==> config.mk <==
export PLATFORM = sky130hd
export DESIGN_NAME = mem_port_arbiter
export DESIGN_NICKNAME = d
export VERILOG_FILES = /design/src/rtl/riscv_mem_pkg.sv /design/src/rtl/mem_port_arbiter_fetch_buffer.sv /design/src/rtl/mem_port_arbiter.sv
export SDC_FILE = /design/constraint.sdc
export NUM_CORES = 1
export LEC_CHECK = 0
export ABC_AREA = 1
export BUFFER_PORTS_ARGS = -buffer_cell sky130_fd_sc_hd__buf_2
export CELL_PAD_IN_SITES_DETAIL_PLACEMENT = 1
export CELL_PAD_IN_SITES_GLOBAL_PLACEMENT = 2
export CORE_MARGIN = 3
export CORE_UTILIZATION = 29
export CTS_BUF_LIST = sky130_fd_sc_hd__clkbuf_8
export DETAILED_ROUTE_END_ITERATION = 12
export PLACE_DENSITY_LB_ADDON = 0.15
export SLEW_MARGIN = 0
export SYNTH_ARGS = -nofsm -noshare
export SYNTH_HDL_FRONTEND = slang
export SYNTH_SLANG_ARGS = --single-unit
==> constraint.sdc <==
create_clock -name clk -period 2.14 [get_ports clk]
set_input_delay 0.428 -clock clk [delete_from_list [all_inputs] [get_ports clk]]
set_output_delay 0.428 -clock clk [all_outputs]
set_load 0.03 [all_outputs]
==> src/rtl/riscv_mem_pkg.sv <==
// Shared types for the unified memory port: arbiter states and ResultSrc encodings.
package riscv_mem_pkg;

  typedef enum logic [1:0] {
    IDLE  = 2'b00,
    DATA  = 2'b01,
    FETCH = 2'b10
  } arb_state_t;

  localparam logic [1:0] RESULT_ALU = 2'b00;
  localparam logic [1:0] RESULT_MEM = 2'b01;
  localparam logic [1:0] RESULT_PC4 = 2'b10;

  function automatic logic is_data_access(input logic mem_write, input logic [1:0] result_src);
    return mem_write | (result_src == RESULT_MEM);
  endfunction

endpackage

==> src/rtl/mem_port_arbiter_fetch_buffer.sv <==
// One-entry fetch buffer: keeps the last fetched word and its address so a frozen front end can re-read it.
module fetch_buffer
  import riscv_mem_pkg::*;
#(
  parameter int word_width = 32
) (
  input  logic                  clk,
  input  logic                  rst_n,
  input  logic                  fill_en,
  input  logic [word_width-1:0] fill_tag,
  input  logic [word_width-1:0] fill_data,
  input  logic [word_width-1:0] lookup_addr,
  output logic                  hit,
  output logic [word_width-1:0] buf_data
);

  logic                  valid_r;
  logic [word_width-1:0] tag_r;
  logic [word_width-1:0] data_r;

  // Capture the completed fetch word together with its address tag.
  always_ff @(posedge clk or negedge rst_n) begin
    if (!rst_n) begin
      valid_r <= 1'b0;
      tag_r   <= {word_width{1'b0}};
      data_r  <= {word_width{1'b0}};
    end else if (fill_en) begin
      valid_r <= 1'b1;
      tag_r   <= fill_tag;
      data_r  <= fill_data;
    end
  end

  assign hit      = valid_r && (tag_r == lookup_addr);
  assign buf_data = data_r;

endmodule

==> src/rtl/mem_port_arbiter.sv <==
// Arbitrates the single memory port between instruction fetch and M-stage loads/stores, with pipeline stalls.
// Build option: define MEM_ARB_TIMEOUT_EN to enable the ack watchdog and the sticky bus_error flag.
module mem_port_arbiter
  import riscv_mem_pkg::*;
#(
  parameter int word_width     = 32,
  parameter int TIMEOUT_CYCLES = 255
) (
  input  logic                  clk,
  input  logic                  rst_n,
  input  logic                  if_req,
  input  logic [word_width-1:0] if_addr,
  output logic [word_width-1:0] if_rdata,
  input  logic                  MemWriteM,
  input  logic [1:0]            ResultSrcM,
  input  logic [word_width-1:0] ALUResultM,
  input  logic [word_width-1:0] WriteDataM,
  output logic [word_width-1:0] ReadDataM,
  output logic                  stall_fetch,
  output logic                  stall_mem,
  output logic                  mem_req,
  output logic                  mem_we,
  output logic [word_width-1:0] mem_addr,
  output logic [word_width-1:0] mem_wdata,
  input  logic                  mem_ack,
  input  logic [word_width-1:0] mem_rdata,
  output logic                  bus_error
);

  arb_state_t            state_r, state_nx_s;
  logic                  mem_req_r, mem_req_nx_s;
  logic                  mem_we_r, mem_we_nx_s;
  logic [word_width-1:0] mem_addr_r, mem_addr_nx_s;
  logic [word_width-1:0] mem_wdata_r, mem_wdata_nx_s;
  logic [word_width-1:0] load_r, buf_data_s, rdata_s;
  logic                  pending_s, hit_s, ack_s, timeout_s, done_s;
  logic                  fetch_done_s, data_done_s;

  assign pending_s    = is_data_access(MemWriteM, ResultSrcM);
  assign ack_s        = mem_ack & mem_req_r;
  assign done_s       = ack_s | timeout_s;
  assign rdata_s      = timeout_s ? {word_width{1'b0}} : mem_rdata;
  assign fetch_done_s = (state_r == FETCH) && done_s;
  assign data_done_s  = (state_r == DATA) && done_s;

`ifdef MEM_ARB_TIMEOUT_EN
  localparam int TMO_W = $clog2(TIMEOUT_CYCLES + 1);
  localparam logic [TMO_W-1:0] TMO_LAST = TMO_W'(TIMEOUT_CYCLES - 1);

  logic [TMO_W-1:0] tmo_cnt_r;
  logic             bus_error_r;

  assign timeout_s = mem_req_r & ~ack_s & (tmo_cnt_r == TMO_LAST);

  // Count unacknowledged cycles of the transaction currently on the port.
  always_ff @(posedge clk or negedge rst_n) begin
    if (!rst_n) begin
      tmo_cnt_r <= {TMO_W{1'b0}};
    end else if (!mem_req_r || done_s) begin
      tmo_cnt_r <= {TMO_W{1'b0}};
    end else begin
      tmo_cnt_r <= tmo_cnt_r + TMO_W'(1);
    end
  end

  // Sticky error flag, cleared only by reset.
  always_ff @(posedge clk or negedge rst_n) begin
    if (!rst_n) begin
      bus_error_r <= 1'b0;
    end else if (timeout_s) begin
      bus_error_r <= 1'b1;
    end
  end

  assign bus_error = bus_error_r;
`else
  // Watchdog compiled out: a transaction waits for its ack indefinitely.
  assign timeout_s = (TIMEOUT_CYCLES < 0);
  assign bus_error = 1'b0;
`endif

  fetch_buffer #(.word_width(word_width)) u_fetch_buffer (
    .clk         (clk),
    .rst_n       (rst_n),
    .fill_en     (fetch_done_s),
    .fill_tag    (mem_addr_r),
    .fill_data   (rdata_s),
    .lookup_addr (if_addr),
    .hit         (hit_s),
    .buf_data    (buf_data_s)
  );

  // Next-state and next port request; data accesses win over fetches.
  always_comb begin
    state_nx_s     = state_r;
    mem_req_nx_s   = mem_req_r;
    mem_we_nx_s    = mem_we_r;
    mem_addr_nx_s  = mem_addr_r;
    mem_wdata_nx_s = mem_wdata_r;
    case (state_r)
      IDLE: begin
        if (pending_s) begin
          state_nx_s     = DATA;
          mem_req_nx_s   = 1'b1;
          mem_we_nx_s    = MemWriteM;
          mem_addr_nx_s  = ALUResultM;
          mem_wdata_nx_s = WriteDataM;
        end else if (if_req && !hit_s) begin
          state_nx_s     = FETCH;
          mem_req_nx_s   = 1'b1;
          mem_we_nx_s    = 1'b0;
          mem_addr_nx_s  = if_addr;
          mem_wdata_nx_s = {word_width{1'b0}};
        end else begin
          state_nx_s = IDLE;
        end
      end
      FETCH: begin
        // A waiting data access takes the port straight away, keeping mem_req high.
        if (ack_s && pending_s) begin
          state_nx_s     = DATA;
          mem_req_nx_s   = 1'b1;
          mem_we_nx_s    = MemWriteM;
          mem_addr_nx_s  = ALUResultM;
          mem_wdata_nx_s = WriteDataM;
        end else if (done_s) begin
          state_nx_s   = IDLE;
          mem_req_nx_s = 1'b0;
        end else begin
          state_nx_s = FETCH;
        end
      end
      DATA: begin
        if (done_s) begin
          state_nx_s   = IDLE;
          mem_req_nx_s = 1'b0;
        end else begin
          state_nx_s = DATA;
        end
      end
      default: begin
        state_nx_s   = IDLE;
        mem_req_nx_s = 1'b0;
      end
    endcase
  end

  // State and registered memory request fields.
  always_ff @(posedge clk or negedge rst_n) begin
    if (!rst_n) begin
      state_r     <= IDLE;
      mem_req_r   <= 1'b0;
      mem_we_r    <= 1'b0;
      mem_addr_r  <= {word_width{1'b0}};
      mem_wdata_r <= {word_width{1'b0}};
    end else begin
      state_r     <= state_nx_s;
      mem_req_r   <= mem_req_nx_s;
      mem_we_r    <= mem_we_nx_s;
      mem_addr_r  <= mem_addr_nx_s;
      mem_wdata_r <= mem_wdata_nx_s;
    end
  end

  // Hold the last load result for the M stage once the port moves on.
  always_ff @(posedge clk or negedge rst_n) begin
    if (!rst_n) begin
      load_r <= {word_width{1'b0}};
    end else if (data_done_s && !mem_we_r) begin
      load_r <= rdata_s;
    end
  end

  assign mem_req   = mem_req_r;
  assign mem_we    = mem_we_r;
  assign mem_addr  = mem_addr_r;
  assign mem_wdata = mem_wdata_r;

  assign if_rdata  = fetch_done_s ? rdata_s : buf_data_s;
  assign ReadDataM = data_done_s ? rdata_s : load_r;
  assign stall_mem = pending_s && !data_done_s;
  // A completing fetch only releases F when it is for the address F is asking for now.
  assign stall_fetch = if_req && !hit_s && !(fetch_done_s && (mem_addr_r == if_addr));

endmodule
==> reports/qor.yml, run 1 <==
status: "finished, violations left"
violations: "setup timing"
overflow: 0
crit_start: "mem_addr[17]$_DFFE_PN0P_"
drv_cap: 0
die_x_um: 174.5
drtAntennaViolNets: 0
dp_hpwl_um: 20010
area_growth_pct: 57.17
grt_first_pass_wirelength_um: 50500
grt_max_degree: 65
wirelength_um: 32470
netlist_area_um2: 8234
fin_worst_skew_ns: 0.02390
worstPathMaxFanout: 2
drt_iter0_drc: 347
layout-drive-gt1-share_pct: 39.97
port_buffers: 266
hold_viol: 0
cts_root_buffer: "clkbuf_8"
ir_drop_uv: 388.1
rows: 61
final_net_count: 1548
synth.avg_cell_area_um2: 7.596
io_pins: 268
die_h_um: 174.5
met1_length_um: 13600
dp_slack_ns: -0.1622
clk_latency_ns: 0.47
cts_made_buffers: 17
clock_path_buffers: 2
critPathLaunchType: "flip-flop"
clk_pin_slew_ns: 0.10
place_area_um2: 10490
timing.final.ws_setup_ns: -0.3611
initial_core_util_pct: 29.56
antenna_found_initial: 3
min_period_over_period_pct: 116.9
fmax_mhz: 399.8
fill_cells: 3330
setup_viol: 65
total_power_mw: 18.46
finalMaxSlewViolations: 0
vias: 8274
place_congestion: 0.7509
grtUsageTotal_pct: 21.08
cp.arrival_ns: 2.07
leakagePower_nw: 6.822
cp_data_required_time_ns: 1.71
die-area_um2: 30450
cts_tree: "yes"
viasPerCell: 4.586
wl_met3_um: 1536
fin_cells: 1804
wl_met2_um: 16770
final_area_um2: 12940
remaining_drc_errors: 0
hp-start: "MemWriteM"
ys_seq_area_share_pct: 50.14
dr.pass1.iters: 4
crit_type: "reg -> out"
r2r-start: "state_r[1]$_DFF_PN0_"
grt_pass1_vias: 8948
antenna-diode-count: 0
ys.warnings.count: 0
rsz0062_at_grt: "true"
syn_inst: 1084
ys_types: 31
wl_per_cell_um: 18.00
placeableCoreArea_um2: 27860
placedCellCount: 1716
routed.top_layer: "met5"
clock_sinks: 165
ys_ff_latch: 165
hold_path_class: "in -> reg"
whs_ns: 0.2666
syn-num-nets: 1219
power_density_nw_per_um2: 1427
layout_min_cycle_time_ns: 2.501
htree_num_levels: 4
end_kind: "output pin"
-- stage by stage --
step                      TNS (ns)  utilization [%]
after floorplan             -8.186                -
after global placement     -0.3989            37.66
after detailed placement   -0.4474            37.66
after CTS                   -20.43            45.49
after global routing        -23.80            46.45
final                       -15.61            46.45
-- cells by family after synthesis --
family	count (synthesis)	share of synthesized area, %
AND/OR/NAND/NOR	540	27.00
buffers and inverters	187	9.466
flip-flops	165	50.14
AO/OA/AOI/OAI	159	9.755
XOR/XNOR	26	2.766
multiplexers	6	0.8205
other	1	0.04554
-- critical path: stages, from the launching register on --
cell and delay (ns):
dfrtp_1 0.41, xnor2_1 0.19, nand4_1 0.24, nor3_2 0.20, buf_4 0.17, nand3_2 0.08
nor2_2 0.12, nor2_2 0.08, buf_6 0.14
-- state kept, by name (all words and copies together) (netlist names) --
name	cells
load_r	32
mem_addr	32
mem_req	1
mem_wdata	32
mem_we	1
state_r	2
u_fetch_buffer.buf_data	32
u_fetch_buffer.tag_r	32
u_fetch_buffer.valid_r	1
-- worst paths after layout --
kind	to	slack, ns	cells past startpoint
worst max-delay path	stall_fetch	-0.36	8
worst min-delay path	mem_we$_DFFE_PN0P_	0.27	3
worst min register to register	u_fetch_buffer.valid_r$_DFFE_PN0P_	0.46	2
min in group asynchronous	u_fetch_buffer.buf_data[7]$_DFF_PN0_	0.46	2
max in group asynchronous	load_r[26]$_DFFE_PN0P_	0.94	3
worst max register to register	load_r[22]$_DFFE_PN0P_	0.13	8
-- timing repair --
action,CTS,global route
hold buffers,1,0
gates resized for setup,326,68
setup endpoints to repair,65,121
pin swaps,10,12
setup buffers,28,23
gates cloned,16,2
hold endpoints to repair,39,0
-- cells in the final DEF (no fill, tap or decap), types with 12 or more instances in the layout --
master and n:
clkbuf_8 17, nand2_2 40, o21ai_0 74, nor2_1 21, dfrtp_1 165, buf_6 76
inv_1 121, buf_4 55, buf_2 199, o21ai_1 13, nand3_1 73, xnor2_1 17
buf_12 22, nand4_1 12, o21ai_4 55, nand2_1 339, nand2_4 32
-- synth_stat cells, drive strengths merged --
library cell / instances / area share, %
a21oi: 4 / 0.24
xnor2: 19 / 2.0
clkbuf: 29 / 1.3
nor3: 4 / 0.24
a211oi: 2 / 0.18
xor2: 7 / 0.74
o21ai: 151 / 9.2
inv: 129 / 5.9
nor3b: 1 / 0.091
o22ai: 2 / 0.15
nand2: 411 / 19
or2: 9 / 0.68
buf: 29 / 2.3
nand3: 74 / 4.5
mux2: 6 / 0.82
nand4: 12 / 0.91
dfrtp: 165 / 50
nor2: 28 / 1.3
nor4: 1 / 0.076
conb: 1 / 0.046
-- cell type report --
class,count,area (um^2),area share (%)
timing repair buffer,366,3060,23.65
multi-input combinational,732,4343,33.56
timing repair inverter,2,32.53,0.2514
sequential,165,4129,31.91
clock buffer,17,234.0,1.808
clock inverter,15,163.9,1.267
inverter,129,505.5,3.906
tap,378,473.0,3.655
-- power by group --
group          switching (mW)  internal, mW  total [mW]
registers                1.06          4.51        5.56
logic                    6.35          4.15        10.5
clock network            1.42         0.980        2.40
total                    8.82          9.64        18.5
-- metal layers --
metal	vias up	track usage, %
li1	4040	-
met1	4002	26.52
met2	191	37.22
met3	35	4.107
met4	6	5.286
met5	-	0
Power figures use the tool's default switching activity.
==> inputs of run 2 (changes only) <==
==> constraint.sdc (replaced) <==
create_clock -name clk -period 2.14 [get_ports clk]
set_input_delay 0.107 -clock clk [delete_from_list [all_inputs] [get_ports clk]]
set_output_delay 0.107 -clock clk [all_outputs]
set_load 0.03 [all_outputs]
==> reports/qor.yml, run 2 (same netlist as run 1, synthesis figures left out) <==
status: "completed"
clk_latency_ns: 0.46
dp_hpwl_um: 20030
cts_root_buffer: "clkbuf_8"
fin_worst_skew_ns: 0.02209
htree_num_levels: 4
fill_cells: 3433
layout-drive-gt1-share_pct: 29.45
drtAntennaViolNets: 0
clk_pin_slew_ns: 0.09
critical_path.slowest_cell: "dfrtp_1"
grt_first_pass_wirelength_um: 46210
dr.pass1.iters: 7
rsz0062_at_grt: "true"
layout_min_cycle_time_ns: 2.088
cts_made_buffers: 17
final_area_um2: 12210
cpMostUsedCell: "buf_4"
final_cell_mix: "392 x nand2_1, 206 x buf_2, 163 x dfrtp_1"
power_density_nw_per_um2: 1366
cp_data_required_time_ns: 2.03
die_x_um: 174.5
setup_viol: 0
antenna_found_initial: 1
drv_cap: 0
place_congestion: 0.7471
die-area_um2: 30450
antenna-diode-count: 0
clock_path_buffers: 2
die_h_um: 174.5
viasPerCell: 4.531
worstPathMaxFanout: 11
vias: 8359
grt_max_degree: 65
overflow: 0
rows: 61
max_stage_delay_ns: 0.43
timing.final.ws_setup_ns: 0.05175
initial_core_util_pct: 29.56
critPathLaunchType: "flip-flop"
place_area_um2: 10070
finalMaxSlewViolations: 0
leakagePower_nw: 6.599
ir_drop_uv: 376.9
min_period_over_period_pct: 97.58
area_growth_pct: 48.29
fmax_mhz: 478.9
cp_cell_sequence: "buf_4 > nor3_4 > buf_6 > inv_4 > clkbuf_16 > o21ai_0 > buf_4"
grtUsageTotal_pct: 18.86
wl_per_cell_um: 16.29
finalSetupTns_ns: 0
wirelength_um: 30060
multi_input_area_um2: 3596
port_buffers: 266
end_kind: "output pin"
clock_sinks: 165
regArea_um2: 4131
dp_slack_ns: 0.2469
grt_pass1_vias: 8537
hold_path_class: "in -> reg"
drt_iter0_drc: 328
crit_type: "reg -> out"
placeableCoreArea_um2: 27860
hold_viol: 0
mostFrequentLayoutCell: "nand2_1"
final_net_count: 1590
io_pins: 268
remaining_drc_errors: 0
cts_tree: "yes"
cp.arrival_ns: 1.98
==> run 2: metrics by stage <==
| stage | total power, mW | utilization [%] | hold WS, ns | cells |
|---|---|---|---|---|
| 6_report | 16.68 | 43.83 | 0.05468 | 1845 |
| 5_1_grt | 17.88 | 43.83 | 0.04959 | 1845 |
| 4_1_cts | 15.95 | 41.76 | 0.02571 | 1833 |
| 3_5_place_dp | 13.13 | 36.16 | 0.06571 | 1695 |
| 3_3_place_gp | 12.99 | 36.16 | 0.06708 | 1695 |
| 2_1_floorplan | 10.53 | - | -0.1886 | 1084 |
==> run 2: final cells by class <==
cell class	instances	area share [%]
repair buffers	408	25.36
multi-input cells	732	29.45
clock inverters	14	1.404
flip-flops and latches	165	33.84
clock buffers	17	1.916
inverters	129	4.048
well taps	378	3.873
repair inverters	2	0.1127
==> run 2: what timing repair did <==
item,CTS,global route
gates resized for setup,39,178
pin swaps,1,9
hold buffers,99,0
gates cloned,1,5
endpoints found under the hold margin,240,0
setup buffers,7,7
setup endpoints to repair,64,61
==> run 2: final timing paths <==
check | start | slack (ns) | cells past startpoint | end
min in group asynchronous | rst_n | 0.13 | 2 | mem_addr[11]$_DFFE_PN0P_
setup / recovery | state_r[1]$_DFF_PN0_ | 0.05 | 7 | ReadDataM[11]
hold reg to reg | u_fetch_buffer.valid_r$_DFFE_PN0P_ | 0.47 | 2 | u_fetch_buffer.valid_r$_DFFE_PN0P_
setup reg to reg | u_fetch_buffer.tag_r[12]$_DFFE_PN0P_ | 0.19 | 12 | mem_req$_DFFE_PN0P_
hold / removal | ALUResultM[4] | 0.05 | 4 | mem_addr[4]$_DFFE_PN0P_
max in group asynchronous | rst_n | 1.21 | 3 | state_r[0]$_DFF_PN0_
==> run 2: worst max-delay path, delay by kind of cell (launching register included) <==
family          cells  cell delay, ns
compound gates      1            0.18
buf+inv             5            0.76
flops               1            0.43
simple gates        1            0.15
==> run 2: metal layers <==
metal / track usage (%) / routed length [um] / vias to the layer above
met1: 25.54 / 13900 / 3992
met2: 30.82 / 14150 / 203
met3: 4.063 / 1430 / 34
met5: 0 / 7 / -
li1: - / - / 4128
met4: 4.887 / 578 / 2
==> run 2: power breakdown <==
part	switching [mW]	internal, mW	leakage [nW]	total, mW
combinational	5.67	3.16	4.32	8.83
clock	1.34	1.07	0.200	2.41
sequential	0.938	4.51	2.08	5.44
total	7.95	8.73	6.60	16.7
==> inputs of run 3 (changes only) <==
==> constraint.sdc (replaced) <==
create_clock -name clk -period 2.1 [get_ports clk]
set_input_delay 0.105 -clock clk [delete_from_list [all_inputs] [get_ports clk]]
set_output_delay 0.105 -clock clk [all_outputs]
set_load 0.03 [all_outputs]
==> reports/qor.yml, run 3 (same netlist as run 1, synthesis figures left out) <==
status: "completed"
worstPathMaxFanout: 2
ir_drop_uv: 479.9
final_area_um2: 11840
port_buffers: 266
grtUsageTotal_pct: 19.00
place_congestion: 0.7592
worst_pin_slew_ns: 0.5327
cp_data_required_time_ns: 2.00
fmax_mhz: 492.3
layout-drive-gt1-share_pct: 28.30
cpMostUsedCell: "nor2_1"
finalSetupTns_ns: 0
drtAntennaViolNets: 0
dp_hpwl_um: 20190
fin_cells: 1828
final_cell_mix: "396 x nand2_1, 205 x buf_2, 164 x dfrtp_1"
cp.arrival_ns: 1.93
hold_viol: 0
leakagePower_nw: 6.458
rows: 61
multi_input_area_um2: 3525
clk_latency_ns: 0.45
mostFrequentLayoutCell: "nand2_1"
fill_cells: 3429
overflow: 0
wirelength_um: 29170
grt_max_degree: 67
clock_sinks: 165
critical_path.slowest_cell: "dfrtp_1"
min_period_over_period_pct: 96.73
place_area_um2: 10080
layout_min_cycle_time_ns: 2.031
clk_pin_slew_ns: 0.11
total_power_mw: 16.54
grt_first_pass_wirelength_um: 46300
r2r_setup_slack_ns: 0.22
finalMaxSlewViolations: 0
fin_util_pct: 42.48
viasPerCell: 4.493
hold_path_class: "in -> reg"
power_density_nw_per_um2: 1398
initial_core_util_pct: 29.56
vias: 8214
wl_per_cell_um: 15.96
die_h_um: 174.5
htree_num_levels: 4
slew_headroom_pct: 64.49
die-area_um2: 30450
end_kind: "output pin"
setup_viol: 0
regArea_um2: 4130
io_pins: 268
critPathLaunchType: "flip-flop"
antenna_found_initial: 1
placeableCoreArea_um2: 27860
remaining_drc_errors: 0
crit_type: "reg -> out"
dr.pass1.iters: 4
placedCellCount: 1698
cts_root_buffer: "clkbuf_8"
final_net_count: 1571
rsz0062_at_grt: "true"
max_stage_delay_ns: 0.42
drv_cap: 0
fin_worst_skew_ns: 0.02814
cts_tree: "yes"
grt_pass1_vias: 8527
cp_cell_sequence: "xnor2_2 > nand4_1 > nor3_2 > nand3_1 > nor2_1 > nor2_1 > buf_4"
cts_made_buffers: 17
drt_iter0_drc: 345
clock_path_buffers: 2
die_x_um: 174.5
area_growth_pct: 43.73
## run 3: cell types whose count changed in the layout (fill, tap and decap cells not counted), moves of 4 or more
cell | before | now
buf_6 | 31 | 7
buf_4 | 59 | 76
dlygate4sd3_1 | 99 | 91
o21ai_4 | 7 | 2
nand2_1 | 392 | 396
## run 3: path summary, 6_finish.rpt
check / from / end / cells after the start
hold reg to reg: u_fetch_buffer.valid_r$_DFFE_PN0P_ / u_fetch_buffer.valid_r$_DFFE_PN0P_ / 2
hold / removal: ALUResultM[10] / mem_addr[10]$_DFFE_PN0P_ / 5
max in group asynchronous: rst_n / state_r[0]$_DFF_PN0_ / 3
min in group asynchronous: rst_n / load_r[6]$_DFFE_PN0P_ / 2
setup / recovery: mem_addr[21]$_DFFE_PN0P_ / stall_fetch / 7
setup reg to reg: u_fetch_buffer.tag_r[9]$_DFFE_PN0P_ / mem_addr[20]$_DFFE_PN0P_ / 13
## run 3: power breakdown
group / internal (mW) / switching [mW]
Sequential: 4.59 / 0.929
Clock: 1.14 / 1.32
Combinational: 2.92 / 5.64
Total: 8.65 / 7.89
## run 3: timing repair
item / 4_1_cts / 5_1_grt
pin swaps: 2 / 4
resized for setup: 58 / 104
setup buffers: 5 / 1
hold endpoints to repair: 165 / 0
setup endpoints to repair: 65 / 66
hold buffers: 91 / 0
## run 3: cell type report
type                    count  share of cell area [%]
well taps                 378                   3.996
inverters                 129                   4.155
clock inverters            13                   1.269
multi-input cells         732                   29.78
flip-flops and latches    165                   34.90
diodes                      1                 0.02114
clock buffers              19                   2.210
repair buffers            391                   23.67
## run 3: critical path, delay by kind of cell (launching register included)
kind | cells | cell delay (ns)
flops | 1 | 0.42
simple gates | 5 | 0.70
buf+inv | 1 | 0.18
xor+xnor | 1 | 0.17
## run 3: layer usage
metal	wire length (um)	global-route usage, %	vias up	part of all wire (%)
met3	1322	4.303	23	4.5
met5	7	0	-	0.024
met4	466	4.621	2	1.6
met2	13750	31.08	171	47
met1	13620	25.67	3933	47
li1	-	-	4085	-
## run 3: metrics by stage
step,hold WS [ns],worst slack (ns)
after floorplan,-0.1906,-0.2473
after global placement,0.09313,0.1945
after detailed placement,0.08718,0.1882
after CTS,0.001871,-0.02152
after global routing,0.01973,-0.09350
final,0.02598,0.06876
